$ cat config.mk
export PLATFORM = sky130hd
export DESIGN_NAME = pipe_delay_line
export DESIGN_NICKNAME = d
export VERILOG_FILES = /design/src/rtl/pipe_delay_line.sv
export SDC_FILE = /design/constraint.sdc
export NUM_CORES = 1
export LEC_CHECK = 0
export BUFFER_PORTS_ARGS = -buffer_cell sky130_fd_sc_hd__clkbuf_2
export CAP_MARGIN = 20
export CORE_MARGIN = 2
export CORE_UTILIZATION = 50
export CTS_BUF_LIST = sky130_fd_sc_hd__clkbuf_8 sky130_fd_sc_hd__clkbuf_16
export DETAILED_ROUTE_END_ITERATION = 16
export PLACE_DENSITY = 0.74
export SETUP_SLACK_MARGIN = 0.5
export SKIP_LAST_GASP = 1
export SLEW_MARGIN = 20
export SYNTH_ARGS = -nofsm -noshare
export SYNTH_HDL_FRONTEND = slang
export SYNTH_SLANG_ARGS = --single-unit
$ cat constraint.sdc
create_clock -name clk -period 7.4 [get_ports clk]
set_input_delay 1.11 -clock clk [delete_from_list [all_inputs] [get_ports clk]]
set_output_delay 1.11 -clock clk [all_outputs]
set_load 0.005 [all_outputs]
$ cat src/rtl/pipe_delay_line.sv
// pipe_delay_line: DEPTH-stage payload delay line with a valid bit per stage,
// global stall and flush, and asynchronous active-high reset.
// Optional feature macro: PIPE_OCCUPANCY_EN adds an occupancy counter port
// tracking the number of valid stages.
// Invalid stages always hold zero data, so out_data is zero whenever
// out_valid is low.
module pipe_delay_line #(
  parameter int unsigned WIDTH = 64,
  parameter int unsigned DEPTH = 3
) (
  input  logic                         clk,
  input  logic                         reset,
  input  logic                         in_valid,
  input  logic [WIDTH-1:0]             in_data,
  input  logic                         stall,
  input  logic                         flush,
`ifdef PIPE_OCCUPANCY_EN
  output logic [$clog2(DEPTH+1)-1:0]   occupancy,
`endif
  output logic                         out_valid,
  output logic [WIDTH-1:0]             out_data
);

  logic [DEPTH-1:0] valid_q, valid_d;
  logic [WIDTH-1:0] data_q [DEPTH];
  logic [WIDTH-1:0] data_d [DEPTH];

  // Next-state: flush beats stall, stall beats shift; bubbles enter with zero data
  always_comb begin
    valid_d = valid_q;
    data_d  = data_q;
    if (flush) begin
      valid_d = '0;
      for (int unsigned k = 0; k < DEPTH; k++) begin
        data_d[k] = '0;
      end
    end else if (!stall) begin
      valid_d[0] = in_valid;
      data_d[0]  = in_valid ? in_data : '0;
      for (int unsigned k = 1; k < DEPTH; k++) begin
        valid_d[k] = valid_q[k-1];
        data_d[k]  = data_q[k-1];
      end
    end
  end

  // Stage registers, cleared immediately by reset
  always_ff @(posedge clk or posedge reset) begin
    if (reset) begin
      valid_q <= '0;
      for (int unsigned k = 0; k < DEPTH; k++) begin
        data_q[k] <= '0;
      end
    end else begin
      valid_q <= valid_d;
      for (int unsigned k = 0; k < DEPTH; k++) begin
        data_q[k] <= data_d[k];
      end
    end
  end

  // Outputs come straight from the last stage, no input-to-output path
  always_comb begin
    out_valid = valid_q[DEPTH-1];
    out_data  = data_q[DEPTH-1];
  end

`ifdef PIPE_OCCUPANCY_EN
  localparam int unsigned OccW = $clog2(DEPTH + 1);

  logic [OccW-1:0] occ_q, occ_d;

  // Count tracks popcount(valid_q): one enters at stage 0, one leaves at the end
  always_comb begin
    occ_d = occ_q;
    if (flush) begin
      occ_d = '0;
    end else if (!stall) begin
      occ_d = occ_q + OccW'(in_valid) - OccW'(valid_q[DEPTH-1]);
    end
  end

  // Occupancy register
  always_ff @(posedge clk or posedge reset) begin
    if (reset) begin
      occ_q <= '0;
    end else begin
      occ_q <= occ_d;
    end
  end

  assign occupancy = occ_q;
`endif

endmodule
# After elaboration in Yosys (flattened, before gate mapping)
# Index checks and enable logic that the tools add are counted.
# W data, S select, Z words.
[classes] n_addsub=0 multipliers=0 div=0 n_lt_le_gt_ge=0 eq_ne=1 n_shift=0 n_mux=5 n_bitwise=0 reduce_logical=0
[op_table] operator="$mux W192" n=2
[op_table] operator="$mux W64" n=1
[op_table] operator="$mux W3" n=2
[op_table] operator="$ne A2 B1 Y1 const B" n=1
[totals] regBits=195 latchBits=0 ramBits=0 rom_bits=0 inputBits=69 output_inout_bits=65 elab_cells=10 mem_count=0

# Longest topological paths before layout
[logic_depth] ltp_word=3 ltp_mapped=6 mapped_depth_nobuf=2

# Worst setup path before layout
# Ideal clock, no wire load.
[synth_timing] path_type="input to register" startpoint="input flush" endpoint="register data_q[100] in the netlist's numbering" setup_ns=0.132 arrival_ns=1.744 required_ns=7.268 setup_slack_ns=5.524 path_stages=4 cell_sequence="buf_2 > buf_2 > buf_1 > nor2_1"
[synth_between] elab_chain_cells=1 word_cells_on_any_way=2 classes_between="eq/ne: 1; mux: 1"
[synth_lines] item="from (decl)" line_no="16" rtl="input logic flush,"
[synth_lines] item="$ne A2 B1 Y1 (no source line) / $mux W192 (equally long branches)"
[synth_lines] item="to (signal, indexed assignment)" line_no="57" rtl="data_q[k] <= data_d[k];"
[synth_lines] item="to (decl)" line_no="25" rtl="logic [WIDTH-1:0] data_q [DEPTH];"
# Several ways; a longest one is shown, not always the timed one.
# A chain may end at the register's enable or synchronous reset.

# Worst setup path after layout
[layout_timing] startpoint="input stall" endpoint="register data_q[73] in the netlist's numbering"
[layout_between] elab_chain_cells=1
[layout_lines] item="from (decl)" line_no="15" rtl="input logic stall,"
[layout_lines] item="$ne A2 B1 Y1 (no source line)"
# Every way passes these cells.

==> reports/qor.yml <==
floorplanning:
  start_util: 0.5071
  ioPinCount: 134
  die_y_um: 135.8
  num_rows: 48
  core_um2: 17120
  dieWidth_um: 135.8
  die_area_um2: 18430
logic_synthesis:
  syn_nets: 841
  synth-adder-area-share: 0
  ys_async_sr_fraction: 1.000
  synth_top_cell_by_area: "dfrtp_1"
  yosysSeqAreaShare: 0.5622
  synth_edf_count: 0
  synth_cells: 772
  ys_ff_latch: 195
  synth.avg_cell_area_um2: 11.24
  synth_cell_types: 16
  synth_top_family_by_area: "multiplexers"
  yosysMostFrequentCell: "dfrtp_1"
  synth_top_area_frac: 0.5622
  ys_top_cells_by_area: "dfrtp_1 (56%), mux2i_1 (15%), buf_4 (6.0%), nor2_1 (5.7%), nand3b_1 (5.5%)"
  yosysWarnings: 0
  synth_compound_area_frac: 0.04123
  syn_area_um2: 8680
  synth.cells.most_frequent: "dfrtp_1 (195), mux2i_1 (131), nor2_1 (131), buf_4 (69), nand3b_1 (64)"
  synthFlopType: "dfrtp_1"
  synth_mux_area_frac: 0.1511
  synth_xor_area_frac: 0
  synth-simple-area-share: 0.1426
cts:
  cts-buffers-inserted: 17
  clock_latency_ns: 0.43
  clockBufferDepth: 2
  cts_resized: 0
  cts_htree_levels: 4
  cts_tree: "yes"
  clk_pin_slew_ns: 0.07
  clkSinkCount: 195
  holdBufCountCts: 0
  post-cts-setup-buffers: 0
  clockRootBuffer: "clkbuf_16"
setup_path:
  startpoint_type: "input pin"
  end_kind: "register"
  critPathSlowestCell: "buf_12"
  r2r_start: "data_q[73]$_DFFE_PP0P_"
  crit_start: "stall"
  cp.arrival_ns: 2.80
  worstPathRequired_ns: 7.67
  slowest_delay_ns: 0.64
  critPathKind: "in -> reg"
  worst-path-max-fanout: 140
  crit_chain: "buf_8, buf_12, mux2i_1, nor2_1"
  worst-r2r-setup-slack_ns: 6.62
timing:
  slew_headroom: 0.3093
  setup_viol: 0
  skew_ns: 0.009068
  worstMarginPinSlew_ns: 1.036
  hold_viol: 0
  rsz0062_at_grt: "no"
  fmax_ghz: 0.3946
  fin_crit_ns: 2.535
  tns_ns: 0
  slew_violations: 0
  min_period_over_period: 0.3425
placed_design:
  portBuffers: 133
  hpwlAfterDp_um: 8637
  gp_congestion: 0.7062
  placedCellCount: 1012
cells_and_area:
  regArea_um2: 4880
  final_cells: 1044
  area_delta_synth_final_pct: 8.909
  multi_input_area_um2: 2907
  drive_gt1_frac: 0.2320
  n_fill_cell: 1520
  antennaDiodeCount: 0
  fin_nets: 875
route:
  drcViolationCount: 0
  drt_iter0_drc: 471
  routedWlPerCell_um: 14.40
  vias: 5348
  first_pass_iters: 5
  wl_um: 15040
  ant_nets: 0
  post_drt_via_cell_ratio: 5.123
status:
  status: "completed"
flow_run:
  max_cap_violations: 0
global_route:
  grt_pass1_wl_um: 24670
  grt_max_degree: 141
  antenna_found_initial: 0
  grt_pass1_vias: 4972
  track_usage: 0.1678
  grt_overflow: 0
pwr:
  vdd_drop_max_mv: 0.1620
  power_density_nw_per_um2: 237.4
  p_sw_uw: 523.3
  power_frac_comb: 0.066
  clkPwrFrac: 0.444
  power_leakage_uw: 0.004810
  p_int_uw: 1721
  p_seq_frac: 0.490
  swShare: 0.2332
worst_hold_path:
  hp-start: "data_q[186]$_DFFE_PP0P_"
  hp-class: "reg -> reg"
-- power groups by stage --
stage	sequential, uW	combinational [uW]	clock, uW
floorplan	1120	123	0
global placement	1120	150	0
detailed placement	1120	151	0
CTS	1100	151	1020
global route	1100	166	1060
finish	1100	148	996
-- routing by layer --
metal,up-vias,GRT usage,part of all wire
li1,2577,-,-
met1,2636,0.2417,0.47
met2,111,0.2469,0.47
met3,24,0.04003,0.042
met4,0,0.06424,0.022
met5,-,0,0
-- cell usage in the layout, fill, tap and decap left out, drive strengths merged --
cell type	instances
dfrtp	195
clkbuf	148
mux2i	131
nor2	131
nand3b	64
nand2	64
a21oi	64
inv	6
buf	6
clkinv	5
bufinv	4
clkinvlp	1
-- worst paths after layout --
path,endpoint,cells past startpoint
min in group asynchronous,data_q[150]$_DFFE_PP0P_,2
setup / recovery,data_q[73]$_DFFE_PP0P_,4
hold / removal,data_q[122]$_DFFE_PP0P_,2
max in group asynchronous,out_data[34]$_DFFE_PP0P_,3
hold reg to reg,data_q[122]$_DFFE_PP0P_,2
setup reg to reg,data_q[73]$_DFFE_PP0P_,2
-- cell type report --
class	count	share of cell area
Multi-Input combinational cell	454	0.3075
Timing Repair Buffer	137	0.07704
Clock inverter	15	0.02330
Tap cell	225	0.02978
Clock buffer	17	0.04500
Sequential cell	195	0.5162
Inverter	1	0.001191
-- state kept, by name (all words and copies together), names as in the netlist --
signal and cells:
out_data 64, valid_q 3, data_q 128
-- per-stage QoR --
stage | hold slack (ns) | util | instance area (um^2) | worst slack (ns) | total power, uW
6_report | 0.5157 | 0.5523 | 9453 | 4.865 | 2244
4_1_cts | 0.5202 | 0.5520 | 9449 | 4.886 | 2274
3_3_place_gp | 0.4924 | 0.5143 | 8803 | 4.469 | 1270
2_1_floorplan | 0.4859 | - | 8680 | 0.9778 | 1241
3_5_place_dp | 0.5051 | 0.5143 | 8803 | 4.443 | 1272
5_1_grt | 0.5313 | 0.5523 | 9453 | 4.743 | 2332
-- cell families after synthesis --
group / after synthesis
AOI/OAI and AO/OA: 64
muxes: 131
buffers and inverters: 123
DFF: 195
and+or+nand+nor: 259
-- critical path, delay by kind of cell --
kind	cells	cell delay, ns
mux	1	0.28
simple gates	1	0.06
buf+inv	2	1.19
(Power assumes the default switching activity.)
